**config.mk**
```make
export PLATFORM = sky130hd
export DESIGN_NAME = pwl_gen_mc
export DESIGN_NICKNAME = d
export VERILOG_FILES = /design/src/rtl/pwl_pkg.sv /design/src/rtl/pwl_seg_fifo.sv /design/src/rtl/pwl_gen_mc.sv
export SDC_FILE = /design/constraint.sdc
export NUM_CORES = 2
export LEC_CHECK = 0
export ABC_AREA = 1
export CAP_MARGIN = 20
export CORE_UTILIZATION = 56
export DETAILED_ROUTE_END_ITERATION = 12
export PLACE_DENSITY = 0.78
export SLEW_MARGIN = 20
export SYNTH_ARGS = -nofsm -noshare
export SYNTH_HDL_FRONTEND = slang
export SYNTH_SLANG_ARGS = --single-unit
export TNS_END_PERCENT = 5
```
**constraint.sdc**
```tcl
create_clock -name clk -period 9.45 [get_ports clk]
set_input_delay 0.945 -clock clk [delete_from_list [all_inputs] [get_ports clk]]
set_output_delay 0.945 -clock clk [all_outputs]
set_load 0.03 [all_outputs]
```
**src/rtl/pwl_pkg.sv**
```systemverilog
// Shared types and default widths for the piecewise-linear waveform generator.
package pwl_pkg;

  localparam int PWL_SAMPLE_W = 16;
  localparam int PWL_SPC      = 16;
  localparam int PWL_SLOPE_W  = 24;
  localparam int PWL_FRAC_W   = 8;
  localparam int PWL_LEN_W    = 16;
  localparam int PWL_DEPTH    = 8;

  typedef enum logic [1:0] {
    IDLE  = 2'd0,
    LOAD  = 2'd1,
    PLAY  = 2'd2,
    STALL = 2'd3
  } pwl_state_e;

  // Segment word as presented on seg_data, start in the MSBs.
  typedef struct packed {
    logic [PWL_SAMPLE_W-1:0] start;
    logic [PWL_SLOPE_W-1:0]  slope;
    logic [PWL_LEN_W-1:0]    len;
  } pwl_seg_t;

endpackage

```
**src/rtl/pwl_seg_fifo.sv**
```systemverilog
// First-word-fall-through segment FIFO; full/empty come straight from registered
// pointers, and flush empties it in one cycle.
module pwl_seg_fifo #(
  parameter int WIDTH = 57,
  parameter int DEPTH = 8
) (
  input  logic             clk,
  input  logic             rst_n,
  input  logic             flush,
  input  logic             push,
  input  logic [WIDTH-1:0] din,
  input  logic             pop,
  output logic [WIDTH-1:0] dout,
  output logic             full,
  output logic             empty
);

  localparam int PW = $clog2(DEPTH);

  logic [PW:0]      wptr;
  logic [PW:0]      rptr;
  logic [WIDTH-1:0] mem [DEPTH];

  // Extra pointer bit distinguishes full from empty when the indices match.
  assign empty = (wptr == rptr);
  assign full  = (wptr[PW] != rptr[PW]) && (wptr[PW-1:0] == rptr[PW-1:0]);
  assign dout  = mem[rptr[PW-1:0]];

  always_ff @(posedge clk or negedge rst_n) begin
    if (!rst_n) begin
      wptr <= '0;
      rptr <= '0;
    end else if (flush) begin
      wptr <= '0;
      rptr <= '0;
    end else begin
      if (push && !full) wptr <= wptr + 1'b1;
      if (pop && !empty) rptr <= rptr + 1'b1;
    end
  end

  always_ff @(posedge clk) begin
    if (push && !full && !flush) mem[wptr[PW-1:0]] <= din;
  end

endmodule

```
**src/rtl/pwl_gen_mc.sv**
```systemverilog
// Multi-sample-per-clock PWL generator: segment FIFO, playback FSM and SPC-lane
// expansion. Define PWL_SATURATE_EN to clamp samples instead of wrapping.
module pwl_gen_mc
  import pwl_pkg::*;
#(
  parameter int SAMPLE_W = PWL_SAMPLE_W,
  parameter int SPC      = PWL_SPC,
  parameter int SLOPE_W  = PWL_SLOPE_W,
  parameter int FRAC_W   = PWL_FRAC_W,
  parameter int LEN_W    = PWL_LEN_W,
  parameter int DEPTH    = PWL_DEPTH
) (
  input  logic                          clk,
  input  logic                          rst_n,
  input  logic [SAMPLE_W+SLOPE_W+LEN_W-1:0] seg_data,
  input  logic                          seg_last,
  input  logic                          seg_valid,
  output logic                          seg_ready,
  input  logic                          run,
  input  logic                          halt,
  output logic [SPC*SAMPLE_W-1:0]       out_data,
  output logic                          out_valid,
  input  logic                          out_ready,
  output logic                          busy,
  output logic                          underflow,
  output pwl_state_e                    dbg_state
);

  localparam int SEG_W = SAMPLE_W + SLOPE_W + LEN_W;
  localparam int AW    = SAMPLE_W + FRAC_W + 1;
  localparam int EW    = ((AW > SLOPE_W) ? AW : SLOPE_W) + $clog2(SPC) + 2;

  // Handshakes: a transfer happens on a rising clk edge where valid && ready;
  // a source never drops valid or changes data while waiting for ready.

  logic [1:0] rst_sync;
  logic       rst_i;

  always_ff @(posedge clk or negedge rst_n) begin
    if (!rst_n) rst_sync <= 2'b00;
    else        rst_sync <= {rst_sync[0], 1'b1};
  end
  assign rst_i = rst_sync[1];

  logic                       fifo_full, fifo_empty, fifo_push, fifo_pop;
  logic [SEG_W:0]             fifo_dout;
  logic                       head_last;
  logic [SAMPLE_W-1:0]        head_start;
  logic signed [SLOPE_W-1:0]  head_slope;
  logic [LEN_W-1:0]           head_len;

  assign seg_ready = !fifo_full;
  assign fifo_push = seg_valid && seg_ready && !halt;
  assign {head_last, head_start, head_slope, head_len} = fifo_dout;

  pwl_seg_fifo #(.WIDTH(SEG_W + 1), .DEPTH(DEPTH)) u_fifo (
    .clk   (clk),
    .rst_n (rst_i),
    .flush (halt),
    .push  (fifo_push),
    .din   ({seg_last, seg_data}),
    .pop   (fifo_pop),
    .dout  (fifo_dout),
    .full  (fifo_full),
    .empty (fifo_empty)
  );

  pwl_state_e                state, state_nxt;
  logic signed [AW-1:0]      acc;
  logic signed [SLOPE_W-1:0] slope_q;
  logic [LEN_W-1:0]          cnt;
  logic                      last_q;
  logic [SPC*SAMPLE_W-1:0]   out_q;
  logic                      uf_q;
  logic                      consume, do_load, do_adv, set_uf;

  always_ff @(posedge clk or negedge rst_i) begin
    if (!rst_i) state <= IDLE;
    else        state <= state_nxt;
  end

  always_comb begin
    state_nxt = state;
    consume   = 1'b0;
    fifo_pop  = 1'b0;
    do_load   = 1'b0;
    do_adv    = 1'b0;
    set_uf    = 1'b0;
    case (state)
      IDLE: begin
        if (run) begin
          if (!fifo_empty) state_nxt = LOAD;
          else             set_uf    = 1'b1;
        end
      end
      LOAD: consume = 1'b1;
      PLAY: begin
        if (out_ready) begin
          if (cnt == LEN_W'(1)) begin
            if (last_q)           state_nxt = IDLE;
            else if (!fifo_empty) consume   = 1'b1;
            else begin
              state_nxt = STALL;
              set_uf    = 1'b1;
            end
          end else begin
            do_adv = 1'b1;
          end
        end
      end
      STALL: if (!fifo_empty) state_nxt = LOAD;
      default: state_nxt = IDLE;
    endcase
    // Taking the head segment: zero-length ones emit nothing and fall through.
    if (consume) begin
      fifo_pop = 1'b1;
      if (head_len == '0) begin
        state_nxt = head_last ? IDLE : STALL;
      end else begin
        do_load   = 1'b1;
        state_nxt = PLAY;
      end
    end
    if (halt) begin
      state_nxt = IDLE;
      fifo_pop  = 1'b0;
      do_load   = 1'b0;
      do_adv    = 1'b0;
      set_uf    = 1'b0;
    end
  end

  // acc always holds the sample-0 value of the beat currently on out_data.
  logic signed [AW-1:0]      start_sh, acc_step, exp_base;
  logic signed [SLOPE_W-1:0] exp_slope;
  logic [SPC-1:0][SAMPLE_W-1:0] lane_d;

  assign start_sh  = {head_start[SAMPLE_W-1], head_start, {FRAC_W{1'b0}}};
  assign acc_step  = AW'(EW'(acc) + EW'(slope_q) * EW'(SPC));
  assign exp_base  = do_load ? start_sh : acc_step;
  assign exp_slope = do_load ? head_slope : slope_q;

`ifdef PWL_SATURATE_EN
  localparam logic signed [EW-1:0] SMAX = EW'(2 ** (SAMPLE_W - 1) - 1);
  localparam logic signed [EW-1:0] SMIN = -SMAX - EW'(1);
`endif

  for (genvar i = 0; i < SPC; i++) begin : g_lane
    localparam logic signed [EW-1:0] IDX = EW'(i);
    logic signed [EW-1:0] sum;
    assign sum = EW'(exp_base) + EW'(exp_slope) * IDX;
`ifdef PWL_SATURATE_EN
    logic signed [EW-1:0] sh;
    assign sh = sum >>> FRAC_W;
    assign lane_d[i] = (sh > SMAX) ? SAMPLE_W'(SMAX) :
                       (sh < SMIN) ? SAMPLE_W'(SMIN) : sh[SAMPLE_W-1:0];
`else
    assign lane_d[i] = SAMPLE_W'(sum >>> FRAC_W);
`endif
  end

  always_ff @(posedge clk or negedge rst_i) begin
    if (!rst_i) begin
      acc     <= '0;
      slope_q <= '0;
      cnt     <= '0;
      last_q  <= 1'b0;
      out_q   <= '0;
    end else if (do_load) begin
      acc     <= exp_base;
      slope_q <= head_slope;
      cnt     <= head_len;
      last_q  <= head_last;
      out_q   <= lane_d;
    end else if (do_adv) begin
      acc     <= exp_base;
      cnt     <= cnt - LEN_W'(1);
      out_q   <= lane_d;
    end
  end

  always_ff @(posedge clk or negedge rst_i) begin
    if (!rst_i)              uf_q <= 1'b0;
    else if (set_uf)         uf_q <= 1'b1;
    else if (run && !halt)   uf_q <= 1'b0;
  end

  assign out_data  = out_q;
  assign out_valid = (state == PLAY);
  assign busy      = (state != IDLE);
  assign underflow = uf_q;
  assign dbg_state = state;

endmodule

```
## Word-level counts from Yosys, hierarchy flattened

Memories as Yosys holds them, arrays and structs flattened.
Index checks and enable logic that the tools add are counted.

| cells by class | value |
|---|---|
| add/subtract/negate cells | 19 |
| $mul | 11 |
| equal/unequal tests | 11 |
| mux-type cells | 48 |
| reductions and logical operators | 19 |

Operator list:

| operator | number |
|---|---|
| two-way mux 256 bit | 2 |
| adder 24 bit | 15 |
| multiplier 24 x 5 -> 24 bit (second input constant) | 4 |
| two-way mux 25 bit | 3 |
| multiplier 24 x 4 -> 23 bit (second input constant) | 2 |
| multiplier 24 x 4 -> 24 bit (second input constant) | 2 |
| two-way mux 16 bit | 2 |
| adder 25 bit | 1 |
| multiplier 24 x 3 -> 22 bit (second input constant) | 1 |
| multiplier 24 x 3 -> 23 bit (second input constant) | 1 |
| multiplier 24 x 3 -> 24 bit (second input constant) | 1 |
| two-way mux 24 bit | 1 |
| two-way mux 1 bit | 23 |
| two-way mux 2 bit | 10 |
| equality test 16 x 1 -> 1 bit (second input constant) | 1 |
| zero test 16 bit | 1 |
| two-way mux 4 bit | 4 |
| subtractor 16 x 1 -> 16 bit (second input constant) | 1 |
| nonzero test 2 bit | 5 |
| adder 4 x 1 -> 4 bit (second input constant) | 2 |
| != test 4 x 2 -> 1 bit (second input constant) | 2 |
| logical AND 1 bit | 7 |
| one-hot mux 2 bit (3 select lines) | 1 |
| != test 5 x 2 -> 1 bit (second input constant) | 1 |
| other kinds (11) | 15 |

| storage, ports and cells | value |
|---|---|
| register bits after elaboration | 335 |
| bits in writable memories | 456 |
| bits of input ports | 63 |
| output and inout bits | 262 |
| word-level logic and storage cells | 119 |
| memories | 1 |

Memories:

| name | depth | bits a word | read ports | clocked after Yosys merged registers in | wr ports | RTL line | source |
|---|---|---|---|---|---|---|---|
| u_fifo.mem | 8 | 57 | 1 | 0 | 1 | pwl_seg_fifo.sv:22 | `logic [WIDTH-1:0] mem [DEPTH];` |

## Logic depth before layout (Yosys ltp)

| depth | value |
|---|---|
| depth after elaboration | 13 |
| gate-level depth with buffers | 48 |

## Modules after synthesis

From an unflattened synthesis, not the netlist that was laid out.

| second synthesis, totals | value |
|---|---|
| cells, all modules | 6756 |
| area, all modules | 57032.2 µm² |

By module, submodules not included:

| module | instances | cells an instance | area each (µm²) | sequential area each (µm²) |
|---|---|---|---|---|
| pwl_gen_mc | 1 | 5377 | 38819.7 | 7757.4 |
| pwl_seg_fifo | 1 | 1379 | 18212.5 | 13893.3 |

## Worst setup path before layout

No wires, ideal clock.

| timing path | value |
|---|---|
| kind | reg2reg |
| start point | reg state[0], in the netlist dbg_state[0] |
| end point | reg out_q[238], in the netlist out_data[238] |
| library setup time | 0.133 ns |
| arrival | 6.874 ns |
| path slack | 2.443 ns |
| cell stages (with the launch flop) | 35 |
| buffers on the path | 4 |
| clock period less this slack | 7.007 ns |
| path through | dfrtp_1 -> inv_1 -> ha_1 -> nand2_1 -> nor2_1 -> nand4_1 -> o21bai_1 -> nand2_1 -> nor2_2 -> nand2_2 -> buf_6 -> buf_4 -> buf_2 -> buf_1 -> o21ai_0 -> ha_1 -> inv_1 -> fa_1 -> inv_1 -> ha_1 -> nand2_1 -> nor2_1 -> inv_1 -> o21ai_0 -> a21oi_1 -> o21ai_0 -> xor2_1 -> ha_1 -> inv_1 -> nor3_1 -> a21oi_1 -> o21ai_0 -> a21oi_1 -> xor2_1 -> o21ai_0 |

| between the ends | value |
|---|---|
| longest elaborated chain between the ends | 9 |
| elaborated cells on any way between the ends | 14 |

RTL lines:

| item | RTL line | source |
|---|---|---|
| start, declared | pwl_gen_mc.sv:68 | `pwl_state_e state, state_nxt;` |
| start signal, assigned | pwl_gen_mc.sv:79 | `else state <= state_nxt;` |
| equality test 2 bit (*) | - |  |
| net out_valid | pwl_gen_mc.sv:22 | `output logic out_valid,` |
| one-hot mux 1 bit (2 select lines) (*) | pwl_gen_mc.sv:89 | `case (state)` |
| two-way mux 1 bit (*) | pwl_gen_mc.sv:115 | `if (consume) begin` |
| two-way mux 1 bit (*) | pwl_gen_mc.sv:124 | `if (halt) begin` |
| two-way mux 24 bit (*) | pwl_gen_mc.sv:141 | `assign exp_slope = do_load ? head_slope : slope_q;` |
| net exp_slope[9] | pwl_gen_mc.sv:135 | `logic signed [SLOPE_W-1:0] exp_slope;` |
| multiplier 24 x 4 -> 23 bit (*) | pwl_gen_mc.sv:151 | `assign sum = EW'(exp_base) + EW'(exp_slope) * IDX;` |
| adder 24 bit (*) | pwl_gen_mc.sv:151 |  |
| two-way mux 256 bit | pwl_gen_mc.sv:175 | `end else if (do_adv) begin` |
| two-way mux 256 bit (*) | pwl_gen_mc.sv:169 | `end else if (do_load) begin` |
| end signal, assigned | pwl_gen_mc.sv:174 | `out_q <= lane_d;` |
| end signal, assigned | pwl_gen_mc.sv:178 | `out_q <= lane_d;` |
| end, declared | pwl_gen_mc.sv:73 | `logic [SPC*SAMPLE_W-1:0] out_q;` |

Mark *: on every way through the listed nets, which the timed path passes. The rest lies on a longest branch. The select of a mux whose other input is x is not followed.
A chain may end at the register's enable or synchronous reset.

## Final worst setup path

| timing path | value |
|---|---|
| start point | reg u_fifo.rptr[0] |
| end point | reg out_q[207], in the netlist out_data[207] |

| between the ends | value |
|---|---|
| longest elaborated chain between the ends | 13 |
| elaborated cells on any way between the ends | 18 |

RTL lines:

| item | RTL line | source |
|---|---|---|
| start, declared | pwl_seg_fifo.sv:21 | `logic [PW:0] rptr;` |
| start signal, assigned | pwl_seg_fifo.sv:38 | `if (pop && !empty) rptr <= rptr + 1'b1;` |
| equality test 4 bit | pwl_seg_fifo.sv:25 | `assign empty = (wptr == rptr);` |
| two-way mux 1 bit | pwl_gen_mc.sv:101 | `else if (!fifo_empty) consume = 1'b1;` |
| two-way mux 1 bit | pwl_gen_mc.sv:100 | `if (last_q) state_nxt = IDLE;` |
| two-way mux 1 bit | pwl_gen_mc.sv:99 | `if (cnt == LEN_W'(1)) begin` |
| two-way mux 1 bit | pwl_gen_mc.sv:98 | `if (out_ready) begin` |
| one-hot mux 1 bit (2 select lines) | pwl_gen_mc.sv:89 |  |
| two-way mux 1 bit | pwl_gen_mc.sv:115 |  |
| two-way mux 1 bit | pwl_gen_mc.sv:124 |  |
| two-way mux 24 bit (*) | pwl_gen_mc.sv:141 |  |
| net exp_slope[12] | pwl_gen_mc.sv:135 |  |
| multiplier 24 x 3 -> 22 bit (*) | pwl_gen_mc.sv:151 |  |
| adder 24 bit (*) | pwl_gen_mc.sv:151 |  |
| two-way mux 256 bit | pwl_gen_mc.sv:175 |  |
| two-way mux 256 bit (*) | pwl_gen_mc.sv:169 |  |

Marks and branches as above.

==> out/results.ini <==
[sta]
finalSetupViolCount=0
final.setup.tns_ps=0
maxSlewViolCount=0
worst_slew_pin_slew_ps=1240
whs_ps=332
hold_violations=0
rsz0062_at_grt=no
fin_crit_sh_pct=94.7
fin_crit_ps=8950
fmax_ghz=0.112
finClkSkew_ps=41.7
slew_headroom_pct=16.6

[route]
wirelength_mm=217
via_count=53700
drt_iter0_drc=5871
route.detailed.drc=0
viasPerCell=6.00
ant_nets=0
wl_per_cell_um=24.2
drt_pass1_iterations=6

[synth]
synthArstFlopShare_pct=41.1
synth_top_family_by_area=simple AND/OR/NAND/NOR gates
yosysMostFrequentCell=nand2_1
synthFlopType=edfxtp_1
syn_area_per_cell_sq_um=8.11
synth_area_sq_um=58100
yosysSeqAreaShare_pct=37.2
yosys_warnings=0
synthMuxAreaShare_pct=0
synthTopCellsByCount=nand2_1, inv_1, nand3_1, nor2_1, a21oi_1
synthDominantCellAreaShare_pct=23.5
synth-xor-area-share_pct=3.44
synth_cells=7172
synth_area_leaders=edfxtp_1, dfrtp_1, nand2_1
ys_types=60
synth-edff-count=456
synth-compound-area-share_pct=11.4
synthSimpleGateAreaFrac_pct=22.5
syn_nets=7929
synth_fa_ha_area_share_pct=17.8
synth_top_area_cell=edfxtp_1
synth_seq_cells=774

[global_routing]
grt_pass1_wl_mm=318
first_global_vias=50800
track_usage_pct=41.1
grt_overflow=0
antenna_found_initial=8
grt_max_degree=158

[setup_path]
ff2ff_setup_slack_ps=500
cp_data_arrival_time_ps=9530
worstSetupEndpointType=register
crit_path_frequent_cell=nand2_1
required_ps=10030
crit_path_max_incr_delay_ps=830
cp_max_fo=51
critPathLaunchType=register
slowest_stage=o21ai_0
rr_startpoint=u_fifo.rptr[0]
reg2reg_depth=32
crit_type=reg2reg
timing.rr.end=out_data[207]

[outcome]
run_status=finished clean

[placed_design]
portBuffers=324
place_congestion=1.13
placed_cells_incl_taps=8790
hpwl_mm=163

[floorplan]
pin_count=325
die_h_um=324
initial_core_util_pct=56.8
fp.dieW_um=324
core_sq_um=102000
dieArea_sq_um=105000
num_rows=117

[final_layout]
instances_no_fill=8943
syn_to_final_growth_pct=13.6
drive_above_1_share_pct=4.46
final_nets=8264
nFillCells=8564

[job]
max-cap-violations=0

[clocking]
cts-hold-fix-buffers=0
clk_latency_ps=700
cts_buffers=83
cts_buffer_depth=3
post-cts-setup-buffers=0
cts_sinks=774
cts_htree_levels=3
tritoncts=done
cts_resized=0
clk_pin_slew_ps=70
cts_root_buf=clkbuf_16

[min_path]
hp-class=reg2async

-- layer usage --
layer | vias up | GRT usage, % | share of wire, %
met1 | 25400 | 54.7 | 39
li1 | 24500 | - | -
met3 | 663 | 10.0 | 11
met4 | 4 | 21.8 | 6.2
met5 | - | 0 | 0.012
met2 | 3118 | 61.8 | 43
-- flip-flops by register name (all words and copies together) (netlist names) --
signal / cells
acc: 24
cnt: 16
dbg_state: 2
last_q: 1
out_data: 240
rst_sync: 2
slope_q: 24
u_fifo.mem: 456
u_fifo.rptr: 4
u_fifo.wptr: 4
underflow: 1
-- logic make-up after synthesis --
logic type / Yosys count
and+or+nand+nor: 3141
AOI/OAI and AO/OA: 1206
buffers and inverters: 1130
DFF: 774
adders and majority gates: 694
xor gates and xnor gates: 226
other: 1
-- critical path, delay by kind of cell (launching register included) --
| family | cells | cell delay (ps) |
|---|---|---|
| buffers and inverters | 3 | 1260 |
| xor gates and xnor gates | 1 | 360 |
| and+or+nand+nor | 17 | 2310 |
| AOI/OAI and AO/OA | 8 | 2620 |
| adders and majority gates | 3 | 1470 |
| DFF | 1 | 730 |
-- cells in the final DEF, fill, tap and decap left out, drive strengths merged, types with 7 or more instances in the layout --
| cell type | count |
|---|---|
| o211ai | 11 |
| or2 | 49 |
| bufinv | 11 |
| nand3 | 554 |
| nor3 | 62 |
| edfxtp | 456 |
| fa | 219 |
| a221oi | 7 |
| o221ai | 46 |
| inv | 953 |
| a21oi | 479 |
| nand4 | 48 |
| nand2 | 1848 |
| clkbuf | 99 |
| nor4 | 37 |
| o21bai | 10 |
| o21ai | 517 |
| xnor2 | 128 |
| clkdlybuf4s50 | 324 |
| xor2 | 98 |
| nand3b | 19 |
| ha | 475 |
| buf | 109 |
| clkinv | 31 |
| dfrtp | 318 |
| nor2 | 512 |
| o21a | 31 |
| a21o | 19 |
| a31oi | 49 |
-- how the worst max path moves through the flow --
stage / slack (ps) / endpoint / startpoint
final: 500 / out_data[207] / u_fifo.rptr[0]
after global routing: 80 / out_data[207] / u_fifo.rptr[0]
after CTS: 950 / out_data[207] / u_fifo.rptr[0]
after detailed placement: 870 / out_data[207] / out_ready
after global placement: 870 / out_data[238] / u_fifo.rptr[0]
after floorplan: 2440 / out_data[238] / dbg_state[0]
-- area by class of cell --
type | instances | area, sq um | share of cell area, %
Sequential cell | 774 | 21700 | 32.8
Tap cell | 1368 | 1710 | 2.59
Clock inverter | 52 | 671 | 1.02
Antenna cell | 2 | 5.00 | 0.00758
Multi-Input combinational cell | 5268 | 32100 | 48.6
Clock buffer | 99 | 2210 | 3.34
Inverter | 947 | 3560 | 5.40
Timing Repair Buffer | 433 | 4140 | 6.26
-- through the flow --
| stage | instance area [sq um] | setup slack (ps) | util, % |
|---|---|---|---|
| finish | 66100 | 501 | 64.6 |
| global route | 66100 | 78.6 | 64.6 |
| CTS | 66100 | 951 | 64.6 |
| detailed placement | 63200 | 870 | 61.8 |
| global placement | 63200 | 871 | 61.7 |
| floorplan | 58100 | 2440 | - |
Power is not shown: default switching activity piles up to over one toggle a cycle in this logic, so the estimate is an artifact.
